===== config.mk =====
export PLATFORM = sky130hd
export DESIGN_NAME = fpu_wb_buffer
export DESIGN_NICKNAME = d
export VERILOG_FILES = /design/src/rtl/fpu_wb_buffer_pkg.sv /design/src/rtl/fpu_wb_fifo.sv /design/src/rtl/fpu_wb_buffer.sv
export SDC_FILE = /design/constraint.sdc
export NUM_CORES = 1
export LEC_CHECK = 0
export BUFFER_PORTS_ARGS = -buffer_cell sky130_fd_sc_hd__buf_2
export CORE_ASPECT_RATIO = 0.9
export CORE_MARGIN = 2
export CORE_UTILIZATION = 58
export DETAILED_ROUTE_END_ITERATION = 7
export PLACE_DENSITY_LB_ADDON = 0.1
export SLEW_MARGIN = 10
export SYNTH_ARGS = -nofsm -noshare
export SYNTH_HDL_FRONTEND = slang
export SYNTH_SLANG_ARGS = --single-unit

===== constraint.sdc =====
create_clock -name clk_i -period 3.2 [get_ports clk_i]
set_input_delay 0.48 -clock clk_i [delete_from_list [all_inputs] [get_ports clk_i]]
set_output_delay 0.48 -clock clk_i [all_outputs]
set_load 0.05 [all_outputs]

===== src/rtl/fpu_wb_buffer_pkg.sv =====
// Shared types for the FPU writeback buffer.
// Exception status mirrors the fpnew status_t bit layout {NV,DZ,OF,UF,NX}, MSB first.
package fpu_wb_buffer_pkg;

   localparam int unsigned STATUS_W = 5;

   typedef struct packed {
      logic nv;
      logic dz;
      logic of;
      logic uf;
      logic nx;
   } status_t;

   // Legal entry counts: powers of two, at least two
   function automatic bit depth_ok(int unsigned n);
      return (n >= 2) && ((n & (n - 1)) == 0);
   endfunction

endpackage


===== src/rtl/fpu_wb_fifo.sv =====
// Generic first-word-fall-through FIFO with wrap-bit pointers and synchronous flush.
module fpu_wb_fifo #(
   parameter int unsigned DEPTH = 4,
   parameter type DataType = logic,
   localparam int unsigned PTR_W = $clog2(DEPTH) + 1
) (
   input  logic             clk_i,
   input  logic             rst_ni,
   input  logic             flush_i,
   input  DataType          data_i,
   input  logic             push_i,
   output logic             ready_o,
   output DataType          data_o,
   output logic             valid_o,
   input  logic             pop_i,
   output logic             pop_o,
   output logic [PTR_W-1:0] count_o
);

   localparam int unsigned IDX_W = PTR_W - 1;

   logic [PTR_W-1:0] wr_ptr_q;
   logic [PTR_W-1:0] rd_ptr_q;
   DataType          mem_q [DEPTH];
   logic             full;
   logic             empty;
   logic             push;

   // Occupancy from registered pointers only
   assign empty = (wr_ptr_q == rd_ptr_q);
   assign full  = (wr_ptr_q[IDX_W-1:0] == rd_ptr_q[IDX_W-1:0]) &&
                  (wr_ptr_q[IDX_W] != rd_ptr_q[IDX_W]);

   // Flush overrides both sides of the handshake
   assign push  = push_i & ~full & ~flush_i;
   assign pop_o = pop_i & ~empty & ~flush_i;

   assign ready_o = ~full;
   assign valid_o = ~empty;
   assign data_o  = mem_q[rd_ptr_q[IDX_W-1:0]];
   assign count_o = wr_ptr_q - rd_ptr_q;

   // Pointer update; wrap bit makes full/empty distinguishable
   always_ff @(posedge clk_i or negedge rst_ni) begin
      if (!rst_ni) begin
         wr_ptr_q <= '0;
         rd_ptr_q <= '0;
      end else if (flush_i) begin
         wr_ptr_q <= '0;
         rd_ptr_q <= '0;
      end else begin
         if (push)  wr_ptr_q <= wr_ptr_q + PTR_W'(1);
         if (pop_o) rd_ptr_q <= rd_ptr_q + PTR_W'(1);
      end
   end

   // Entry storage; reset to zero so head outputs never show X
   always_ff @(posedge clk_i or negedge rst_ni) begin
      if (!rst_ni) begin
         for (int i = 0; i < int'(DEPTH); i++) mem_q[i] <= '0;
      end else if (push) begin
         mem_q[wr_ptr_q[IDX_W-1:0]] <= data_i;
      end
   end

endmodule


===== src/rtl/fpu_wb_buffer.sv =====
// FPU result writeback buffer: in-order FWFT queue plus sticky exception flags.
// Optional feature macro: FPU_WB_FFLAGS_EN (sticky fflags register; tied to 0 when undefined).
module fpu_wb_buffer
   import fpu_wb_buffer_pkg::*;
#(
   parameter int unsigned WIDTH = 64,
   parameter int unsigned DEPTH = 4,
   parameter type TagType = logic,
   localparam int unsigned CNT_W = $clog2(DEPTH) + 1
) (
   input  logic                clk_i,
   input  logic                rst_ni,
   input  logic                flush_i,
   input  logic [WIDTH-1:0]    result_i,
   input  status_t             status_i,
   input  TagType              tag_i,
   input  logic                in_valid_i,
   output logic                in_ready_o,
   output logic [WIDTH-1:0]    wb_result_o,
   output logic [STATUS_W-1:0] wb_status_o,
   output TagType              wb_tag_o,
   output logic                wb_valid_o,
   input  logic                wb_ready_i,
   input  logic                fflags_clr_i,
   output logic [STATUS_W-1:0] fflags_o,
   output logic [CNT_W-1:0]    count_o,
   output logic                busy_o
);

   typedef struct packed {
      logic [WIDTH-1:0] result;
      status_t          status;
      TagType           tag;
   } entry_t;

   // Reject illegal depths at elaboration
   if (!depth_ok(DEPTH)) begin : g_depth_check
      $error("fpu_wb_buffer: DEPTH must be a power of two and at least 2");
   end

   entry_t wr_entry;
   entry_t head;
   logic   pop;

   assign wr_entry = '{result: result_i, status: status_i, tag: tag_i};

   fpu_wb_fifo #(
      .DEPTH    (DEPTH),
      .DataType (entry_t)
   ) u_fifo (
      .clk_i   (clk_i),
      .rst_ni  (rst_ni),
      .flush_i (flush_i),
      .data_i  (wr_entry),
      .push_i  (in_valid_i),
      .ready_o (in_ready_o),
      .data_o  (head),
      .valid_o (wb_valid_o),
      .pop_i   (wb_ready_i),
      .pop_o   (pop),
      .count_o (count_o)
   );

   assign wb_result_o = head.result;
   assign wb_status_o = head.status;
   assign wb_tag_o    = head.tag;
   assign busy_o      = (count_o != '0);

`ifdef FPU_WB_FFLAGS_EN
   logic [STATUS_W-1:0] fflags_q;

   // Accumulate status of retired entries; clear and pop together keep only the popped status
   always_ff @(posedge clk_i or negedge rst_ni) begin
      if (!rst_ni) begin
         fflags_q <= '0;
      end else begin
         fflags_q <= (fflags_clr_i ? '0 : fflags_q) | (pop ? wb_status_o : '0);
      end
   end

   assign fflags_o = fflags_q;
`else
   logic unused_fflags;

   // Flags handled by the core from per-entry status
   assign unused_fflags = fflags_clr_i ^ pop;
   assign fflags_o      = '0;
`endif

endmodule


Word level (Yosys, flattened, before mapping)
Index checks and enable logic that the tools add are counted.
- register bits after elaboration: 286
- output and inout bits: 81
- word-level logic and storage cells: 63
- multiplexer cells: 10
- reductions and logical operators: 5
- $add $sub $neg: 3
- eq/ne operators: 3
- bitwise gates (word level): 9
- magnitude comparators: 3
- operator list (kind ; count):
    bitwise mux 280 bit ; 1
    2-to-1 mux 70 bit ; 3
    binary-select mux 70 bit (select 2 bit) ; 1
    demux 70 bit (select 2 bit) ; 1
    2-to-1 mux 3 bit ; 4
    adder 3 x 1 -> 3 bit, second input constant ; 2
    >= comparator 3 bit, second input constant ; 2
    NOT 2 -> 3 bit ; 2
    bitwise AND 1 bit ; 4
    nonzero test 2 bit ; 2
    equality test 3 bit ; 1
    < comparator 3 x 1 -> 1 bit, second input constant ; 1
    NOT 1 bit ; 3
    nonzero test 3 bit ; 1
    subtractor 3 bit ; 1
    equality test 2 bit ; 1
    logical AND 1 bit ; 2
    inequality test 1 bit ; 1

Logic depth before layout (Yosys ltp)
Gate-level depths: netlist of run 1.
- word-level depth: 7
- gate-level depth with buffers: 9

By module
From an unflattened synthesis of run 1, not the netlist that was laid out.
- cell total of the unflattened synthesis: 737
- area, all modules: 13033.8 sq um
- by module, submodules not included (module ; area an instance (sq um) ; cells each ; times used):
    fpu_wb_fifo ; 12986.2 ; 730 ; 1
    fpu_wb_buffer ; 47.5 ; 7 ; 1

Least setup slack after synthesis of run 1
OpenSTA, ideal clock, no wires.
- kind: register -> output
- from: register u_fifo.wr_ptr_q[0]
- to: output port busy_o
- slack: 0.402 ns
- cell stages (with the launch flop): 6
- data arrival time: 2.318 ns
- cells stage by stage: dfrtp_1 inv_1 ha_1 fa_1 xor2_1 or3_1
- cells in the longest elaborated chain, start to end: 2
- ends and longest elaborated chain (what ; line ; RTL):
    from (decl) ; fpu_wb_fifo.sv:22 ; logic [PTR_W-1:0] wr_ptr_q;
    from (signal assigned) ; fpu_wb_fifo.sv:52 ; if (push) wr_ptr_q <= wr_ptr_q + PTR_W'(1);
    subtractor 3 bit ; fpu_wb_fifo.sv:41 ; assign count_o = wr_ptr_q - rd_ptr_q;
    named net count_o[2] ; fpu_wb_buffer.sv:26 ; output logic [CNT_W-1:0] count_o,
    nonzero test 3 bit ; fpu_wb_buffer.sv:67 ; assign busy_o = (count_o != '0);
    to (decl) ; fpu_wb_buffer.sv:27 ; output logic busy_o
The timed path passes the listed nets, and every way through them passes these cells.

Final worst setup path of run 1
- from: register u_fifo.rd_ptr_q[2]
- to: output port busy_o
- cells in the longest elaborated chain, start to end: 2
- ends and longest elaborated chain (what ; line ; RTL):
    from (decl) ; fpu_wb_fifo.sv:23 ; logic [PTR_W-1:0] rd_ptr_q;
    from (signal assigned) ; fpu_wb_fifo.sv:53 ; if (pop_o) rd_ptr_q <= rd_ptr_q + PTR_W'(1);
    subtractor 3 bit ; fpu_wb_fifo.sv:41 ;
    nonzero test 3 bit ; fpu_wb_buffer.sv:67 ;
Every way passes these cells.

==> results of run 1 <==
==> layout by cell type, fill, tap and decap left out, drive strengths merged, types with 2 or more instances in the layout <==
cell type / netlist / routed
ha: 7 / 7
a21oi: 2 / 2
nor2: 4 / 4
nand2: 6 / 6
mux2: 282 / 282
mux4: 70 / 70
a211o: 2 / 2
dfrtp: 286 / 286
a211oi: 3 / 3
inv: 8 / 9
buf: 42 / 167
bufinv: 0 / 2
nand3b: 2 / 2
clkbuf: 10 / 39
xor2: 2 / 2
conb: 1 / 5
clkinv: 0 / 7
o2111ai: 2 / 2
==> power breakdown <==
part	leakage [nW]	switching, mW	internal, mW
clock	0.465	1.32	1.95
sequential	3.58	0.762	5.12
combinational	2.49	4.05	2.69
total	6.54	6.13	9.76
==> routing by layer <==
metal	vias to the layer above	global-route usage (%)	wire, um
li1	3054	-	-
met1	3735	29.4	10800
met2	154	40.4	13100
met3	31	4.90	1200
met4	6	5.12	351
met5	-	0	37
==> critical path: stages, from the launching register on <==
cell and delay [ns]:
dfrtp_1 0.41, xor2_1 0.82, xor2_1 0.24, or3_1 0.36, buf_2 0.21
==> worst max path at each step <==
stage / slack (ns) / from / end
global placement: 0.73 / u_fifo.rd_ptr_q[0] / u_fifo.mem_q[22]
floorplan: 0.40 / u_fifo.wr_ptr_q[0] / busy_o
CTS: 0.16 / u_fifo.rd_ptr_q[2] / busy_o
global route: 0.08 / u_fifo.rd_ptr_q[2] / busy_o
finish: 0.13 / u_fifo.rd_ptr_q[2] / busy_o
detailed placement: 0.70 / u_fifo.rd_ptr_q[0] / u_fifo.mem_q[21]
==> state kept, by name (all words and copies together), names as in the netlist <==
| signal | flops |
|---|---|
| u_fifo.mem_q | 280 |
| u_fifo.wr_ptr_q | 3 |
| u_fifo.rd_ptr_q | 3 |
==> through the flow <==
| stage | cells | power (mW) | utilization (%) |
|---|---|---|---|
| after floorplan | 745 | 11.3 | - |
| after global placement | 1151 | 12.4 | 63.5 |
| after detailed placement | 1151 | 12.7 | 63.5 |
| after CTS | 1201 | 16.1 | 67.9 |
| after global routing | 1201 | 16.7 | 67.9 |
| final | 1202 | 15.9 | 67.9 |
==> logic make-up after synthesis <==
group           share of synthesized area [%]
mux                                      37.5
other cells                            0.0295
fa+ha+maj                               0.847
simple gates                            0.729
xor+xnor                                0.138
compound gates                          0.975
buf+inv                                  3.48
flops                                    56.3
==> timing repair <==
action,4_1_cts,5_1_grt
hold endpoints to repair,50,0
hold buffers,1,0
endpoints found under the setup margin,0,0
gates resized for setup,0,0
==> area by class of cell <==
cell class              count  share of cell area (%)
multi-input cells         399                    35.1
diodes                      1                  0.0171
inverters                   8                   0.205
repair buffers            168                    6.90
clock buffers              39                    5.62
clock inverters            10                   0.709
well taps                 291                    2.49
flip-flops and latches    286                    48.9
==> impl_metrics.tcl, run 1 <==
set metrics [dict create \
    postRouteAntennaNets 0 \
    dp_hpwl_mm 16.1 \
    clockBufferDepth 3 \
    max-cap-violations 0 \
    clockRootBuffer "clkbuf_16" \
    drc_errors 0 \
    fin_hold_ws_ns 0.208 \
    max_freq_mhz 326 \
    post_cts_buffers 0 \
    p_leak_nw 6.54 \
    yosysTopAreaCell "dfrtp_1" \
    reg2reg_from "u_fifo.wr_ptr_q[0]" \
    post-route-min-period_ns 3.07 \
    hold_path_class "in2reg" \
    io_pins 157 \
    layout-drive-gt1-share_pct 60.7 \
    multi_input_area_sq_um 5140 \
    synth-edff-count 0 \
    fin_area_sq_um 14600 \
    tightest_slew_ns 1.02 \
    cts.sinks 286 \
    ys_top_cells_by_count "dfrtp_1, mux2_2, mux4_2, buf_6, mux2_1" \
    layout.nets 976 \
    grt-ovfl-total 0 \
    min_to "u_fifo.mem_q[217]" \
    drt_first_pass_iters 4 \
    avgSynthCellArea_sq_um 17.1 \
    post_dp_cell_area_sq_um 13700 \
    synthFlopType "dfrtp_1" \
    postSynthCellCount 741 \
    synth_area_sq_um 12700 \
    synth-async-reset-ratio_pct 100 \
    finalCritPeriodShare_pct 95.9 \
    outcome "completed" \
    ys_ff_latch 286 \
    pwr_density_cell_nw_per_um2 1090 \
    yosysUniqueCellTypes 33 \
    finalHoldViolCount 0 \
    arrival_ns 2.59 \
    initial_core_util_pct 58.9 \
    critPathCaptureType "output port" \
    tns_ns 0 \
    critPathKind "reg2out" \
    synth.top_cells.by_area "dfrtp_1, mux2_2, mux4_2" \
    fill_cells 1512 \
    drt_iter0_drc 348 \
    synth_top_cell_area_share_pct 56.3 \
    ff_latch_area_sq_um 7160 \
    wl_per_cell_um 21.2 \
    clock_latency_ns 0.53 \
    core_area_sq_um 21600 \
    rows 51 \
    grt_max_degree 94 \
    slew_headroom_pct 31.8 \
    dr_total_vias 6980 \
    viasPerCell 5.81 \
    cts_buffers 29 \
    ir_worst_vdd_mv 0.984 \
    critPathLaunchType "flop" \
    antenna_found_initial 4 \
    reg2reg_depth 6 \
    finalSetupViolCount 0 \
    die_x_um 160 \
    wl_mm 25.5 \
    r2r_setup_slack_ns 0.67 \
    grt_pass1_vias 7936 \
    synth.most_common_cell "dfrtp_1" \
    holdPathStages 2 \
    clkTransAtPathRegs_ns 0.06 \
    slew_viol_final 0 \
    cts_tree "yes" \
    grtUsageTotal_pct 22.8 \
    globalplace.congestion 0.743 \
    fin_ws_ns 0.133 \
    pre_cts_slack_ns 0.698 \
    rr_endpoint "u_fifo.mem_q[9]" \
    synth-seq-area-share_pct 56.3 \
    grt_pass1_wl_mm 41.6 \
    required_ns 2.72 \
    htreeDepth 1 \
    crit_fanout 6 \
    fp.dieArea_sq_um 23100 \
    portBuffers 150 \
    yosys_warnings 0 \
    rsz0062_at_grt "false" \
    fin_skew_ns 0.0148 \
    die_h_um 144 \
    syn2layout_area_growth_pct 15.3 \
    hp-start "result_i[1]" \
]
No activity file was read; power rests on OpenSTA's default activity.
==> run 2, diff against run 1 <==
--- a/config.mk
+++ b/config.mk
@@ -7,7 +7,7 @@
 export LEC_CHECK = 0
 export BUFFER_PORTS_ARGS = -buffer_cell sky130_fd_sc_hd__buf_2
 export CORE_ASPECT_RATIO = 0.9
-export CORE_MARGIN = 2
+export CORE_MARGIN = 4
 export CORE_UTILIZATION = 58
 export DETAILED_ROUTE_END_ITERATION = 7
 export PLACE_DENSITY_LB_ADDON = 0.1
==> run 2 against run 1 <==
  * The flow now finishes with violations (hold timing)
  * Critical path depth grew 2
  * Critical endpoint unchanged
  * Cell count is the same
  * Non-clock buffer count fell by 1
  * Sequential power barely moved
  * Clock skew up 0.0029 ns
  * Cell area down 0.16%
  * Die area increased by 5.3%
  * Combinational power hardly changed
  * Global-route usage decreased by 1.0 points
  * Critical path type unchanged
  * First-iteration DRC count is 9.2% lower
  * Largest power group unchanged
==> impl_metrics.tcl, run 2 (synthesized netlist as in run 1, its figures left out) <==
set metrics [dict create \
    cts_tree "yes" \
    cp_slowest_stage_delay_ns 0.50 \
    drc_errors 0 \
    layout.nets 975 \
    core_area_sq_um 21600 \
    final_common_cell "dfrtp_1" \
    tightest_slew_ns 0.767 \
    multi_input_area_sq_um 5140 \
    power.total_mw 15.9 \
    portBuffers 150 \
    postRouteAntennaNets 0 \
    drt_iter0_drc 316 \
    pwr_density_cell_nw_per_um2 1090 \
    crit_fanout 4 \
    cts_repair_resize_count 0 \
    pre_cts_slack_ns 0.679 \
    cp_num_buf_inv 3 \
    grt-ovfl-total 0 \
    wl_mm 25.6 \
    dp.cells 1151 \
    max_freq_mhz 346 \
    outcome "finished, violations left" \
    grtUsageTotal_pct 21.8 \
    clkTransAtPathRegs_ns 0.06 \
    cts.sinks 286 \
    critPathKind "reg2out" \
    antenna_found_initial 3 \
    ir_worst_vdd_mv 1.17 \
    globalplace.congestion 0.770 \
    grt_pass1_vias 7736 \
    hold_path_class "in2async" \
    slew_viol_final 0 \
    initial_core_util_pct 58.9 \
    drt_first_pass_iters 4 \
    fin_cells 1202 \
    max-cap-violations 0 \
    clockBufferDepth 3 \
    dr_total_vias 6978 \
    critPathCaptureType "output port" \
    top_register "u_fifo.mem_q" \
    final_cell_mix "dfrtp_1, mux2_2, buf_2" \
    syn2layout_area_growth_pct 15.1 \
    cts_buffers 29 \
    htreeDepth 1 \
    violations "hold timing" \
    reg_top3 "u_fifo.mem_q (280), u_fifo.rd_ptr_q (3), u_fifo.wr_ptr_q (3)" \
    viasPerCell 5.81 \
    finalCritPeriodShare_pct 90.2 \
    layout-drive-gt1-share_pct 60.2 \
    fill_cells 1462 \
    p_leak_nw 6.52 \
    io_pins 157 \
    die_h_um 148 \
    rows 51 \
    fin_ws_ns 0.313 \
    rsz0062_at_grt "false" \
    critPathLaunchType "flop" \
    fin_skew_ns 0.0177 \
    tns_ns 0 \
    arrival_ns 2.41 \
    finalHoldViolCount 16 \
    slew_headroom_pct 48.9 \
    cp_top_family "adder cells" \
    cpMaxStageDelayCell "fa_1" \
    dp_hpwl_mm 16.3 \
    clock_latency_ns 0.54 \
    required_ns 2.72 \
    finalSetupViolCount 0 \
    cp_cell_sequence "inv_1 -> ha_1 -> fa_1 -> inv_1 -> or3_1 -> buf_2" \
    fp.dieArea_sq_um 24300 \
    fin_hold_ws_ns -0.0286 \
    post-route-min-period_ns 2.89 \
    wl_per_cell_um 21.3 \
    grt_pass1_wl_mm 41.9 \
    cpMostUsedCell "inv_1" \
    largest_register_ffs 280 \
    hold_buffers 0 \
    ff_latch_area_sq_um 7160 \
    clockRootBuffer "clkbuf_16" \
    grt_max_degree 99 \
    die_x_um 164 \
    post_cts_buffers 0 \
]
-- run 2: cell count changes in the layout (fill, tap and decap cells not counted) --
cell	before	now
buf_12	9	8
buf_4	8	9
clkbuf_1	4	9
clkinv_2	7	3
dlygate4sd3_1	1	0
-- run 2: final timing paths --
kind	from	end	slack [ns]	cells after the start
hold reg to reg	u_fifo.mem_q[150]	u_fifo.mem_q[150]	0.48	1
hold / removal	rst_ni	u_fifo.mem_q[63]	-0.03	1
setup reg to reg	u_fifo.rd_ptr_q[1]	u_fifo.mem_q[90]	0.66	6
min in group clk_i	result_i[31]	u_fifo.mem_q[177]	0.20	2
max in group asynchronous	rst_ni	u_fifo.mem_q[87]	2.36	2
setup / recovery	u_fifo.wr_ptr_q[0]	busy_o	0.31	6
-- run 2: stage by stage --
stage               utilization, %  area [sq um]
finish                        67.8         14600
global route                  67.8         14600
CTS                           67.8         14600
detailed placement            63.5         13700
global placement              63.5         13700
floorplan                        -         12700
-- run 2: report_power, final --
group / leakage, nW / total (mW) / internal, mW / switching, mW
combinational: 2.49 / 6.75 / 2.69 / 4.06
sequential: 3.58 / 5.87 / 5.12 / 0.753
clock: 0.456 / 3.29 / 1.96 / 1.34
-- run 2: routing by layer --
layer / vias up / track usage, % / part of all wire (%)
li1: 3052 / - / -
met1: 3737 / 30.2 / 43
met2: 149 / 37.0 / 51
met3: 36 / 3.96 / 4.6
met4: 4 / 4.32 / 1.8
met5: - / 0 / 0.11
-- run 2: area by class of cell --
cell class,count,area share (%)
inverters,8,0.205
multi-input cells,399,35.2
well taps,291,2.49
diodes,1,0.0171
repair buffers,167,6.76
clock inverters,6,0.573
clock buffers,44,5.76
flip-flops and latches,286,49.0
==> run 3, diff against run 2 <==
--- a/config.mk
+++ b/config.mk
@@ -11,6 +11,7 @@
 export CORE_UTILIZATION = 58
 export DETAILED_ROUTE_END_ITERATION = 7
 export PLACE_DENSITY_LB_ADDON = 0.1
+export SETUP_SLACK_MARGIN = 0.4
 export SLEW_MARGIN = 10
 export SYNTH_ARGS = -nofsm -noshare
 export SYNTH_HDL_FRONTEND = slang
==> run 3 against run 2 <==
  * The flow still finishes with violations (hold timing)
  * Die area stayed put
  * Clock skew is 0.0024 ns higher
  * Total power is 1.0% higher
  * Wire length is 2.3% higher
  * Cell area is 0.53% higher
  * Global-route usage hardly changed
  * Setup slack better by 0.037 ns
  * Fmax is 1.3% higher
  * Critical path type unchanged
  * Highest routed layer unchanged
==> impl_metrics.tcl, run 3 (synthesized netlist as in run 1, its figures left out) <==
set metrics [dict create \
    reg2reg_from "u_fifo.rd_ptr_q[1]" \
    max_freq_mhz 351 \
    cts_buffers 29 \
    p_leak_nw 6.55 \
    reg_top3 "u_fifo.mem_q (280), u_fifo.rd_ptr_q (3), u_fifo.wr_ptr_q (3)" \
    max-cap-violations 0 \
    layout.nets 979 \
    globalplace.congestion 0.770 \
    finalCritPeriodShare_pct 89.1 \
    fin_skew_ns 0.0201 \
    clkTransAtPathRegs_ns 0.06 \
    arrival_ns 2.37 \
    portBuffers 150 \
    viasPerCell 5.77 \
    fin_area_sq_um 14700 \
    ir_worst_vdd_mv 1.18 \
    p_sw_share_pct 38.6 \
    fin_hold_ws_ns -0.0339 \
    p_int_mw 9.87 \
    drt_first_pass_iters 4 \
    violations "hold timing" \
    grt_max_degree 99 \
    clockRootBuffer "clkbuf_16" \
    final_cell_mix "dfrtp_1, mux2_2, buf_2" \
    layout-drive-gt1-share_pct 60.8 \
    io_pins 157 \
    cts.sinks 286 \
    outcome "finished, violations left" \
    finalSetupViolCount 0 \
    slew_viol_final 0 \
    cts_tree "yes" \
    grt_pass1_vias 7733 \
    dr_total_vias 6961 \
    postLayoutCoreUtil_pct 68.1 \
    p_seq_share_pct 36.6 \
    drc_errors 0 \
    pwr_density_cell_nw_per_um2 1090 \
    switching_power_mw 6.21 \
    pre_cts_slack_ns 0.679 \
    die_h_um 148 \
    wl_per_cell_um 21.7 \
    initial_core_util_pct 58.9 \
    fp.dieArea_sq_um 24300 \
    postRouteAntennaNets 0 \
    hold_path_class "in2async" \
    core_area_sq_um 21600 \
    largest_register_ffs 280 \
    rsz0062_at_grt "true" \
    critPathLaunchType "flop" \
    slew_headroom_pct 48.8 \
    required_ns 2.72 \
    combPwrFrac_pct 42.9 \
    top_register "u_fifo.mem_q" \
    syn2layout_area_growth_pct 15.7 \
    dp_hpwl_mm 16.3 \
    clockBufferDepth 3 \
    tightest_slew_ns 0.767 \
    fin_ws_ns 0.350 \
    rows 51 \
    post-route-min-period_ns 2.85 \
    die_x_um 164 \
    post_dp_cell_area_sq_um 13700 \
    drt_iter0_drc 305 \
    htreeDepth 1 \
    reg2reg_depth 6 \
    crit_fanout 3 \
    clockPowerShare_pct 20.5 \
    wl_mm 26.2 \
    clock_latency_ns 0.54 \
    critPathCaptureType "output port" \
    crit_start "u_fifo.rd_ptr_q[0]" \
    finalHoldViolCount 16 \
    grtUsageTotal_pct 21.8 \
    final_common_cell "dfrtp_1" \
    tns_ns 0 \
    critPathKind "reg2out" \
    antenna_found_initial 3 \
    grt_pass1_wl_mm 41.9 \
    grt-ovfl-total 0 \
]
==> run 3: metal layers <==
| layer | track usage [%] | vias to the layer above | share of wire (%) | routed length, um |
|---|---|---|---|---|
| met2 | 37.0 | 136 | 50 | 13200 |
| met1 | 30.3 | 3721 | 43 | 11300 |
| met4 | 4.32 | 4 | 1.8 | 464 |
| met3 | 3.96 | 36 | 4.6 | 1200 |
| li1 | - | 3064 | - | - |
| met5 | 0 | - | 0.11 | 28 |
==> run 3: final cells by class <==
cell class | count | area [sq um]
sequential | 286 | 7160
fill | 1457 | 6870
multi-input combinational | 399 | 5150
timing repair buffer | 171 | 1060
clock buffer | 44 | 842
tap | 291 | 364
clock inverter | 6 | 83.8
inverter | 8 | 30.0
antenna | 1 | 2.50
==> run 3: what timing repair did <==
| action | CTS | global route |
|---|---|---|
| resized for setup | 4 | 4 |
| buffers inserted | 1 | 1 |
| gates cloned | 0 | 2 |
| pin swaps | 0 | 0 |
| hold buffers | 0 | 0 |
| endpoints found under the setup margin | 71 | 73 |
==> run 3: power by group through the flow <==
stage / logic, mW / clock network [mW] / registers, mW
floorplan: 5.62 / 0 / 5.63
global placement: 6.66 / 0 / 5.74
detailed placement: 6.83 / 0 / 5.94
CTS: 6.88 / 3.37 / 5.89
global route: 7.31 / 3.53 / 6.05
finish: 6.91 / 3.30 / 5.88
==> run 3: stage by stage <==
| stage | hold WS, ns | total power, mW | cells |
|---|---|---|---|
| final | -0.0339 | 16.1 | 1206 |
| after global routing | 0.0200 | 16.9 | 1206 |
| after CTS | 0.00120 | 16.1 | 1202 |
| after detailed placement | 0.473 | 12.8 | 1151 |
| after global placement | 0.463 | 12.4 | 1151 |
| after floorplan | 0.184 | 11.3 | 745 |
==> run 3: critical path: stages (launching register included) <==
cell     delay (ns)
dfrtp_4        0.50
ha_2           0.20
fa_1           0.51
inv_2          0.06
or3_4          0.39
buf_8          0.16
==> run 3: path summary, 6_finish.rpt <==
kind                                      to  slack, ns
min in group clk_i         u_fifo.mem_q[177]       0.20
setup / recovery                      busy_o       0.35
max in group asynchronous   u_fifo.mem_q[87]       2.36
hold / removal              u_fifo.mem_q[63]      -0.03
hold reg to reg            u_fifo.mem_q[150]       0.48
setup reg to reg            u_fifo.mem_q[90]       0.72
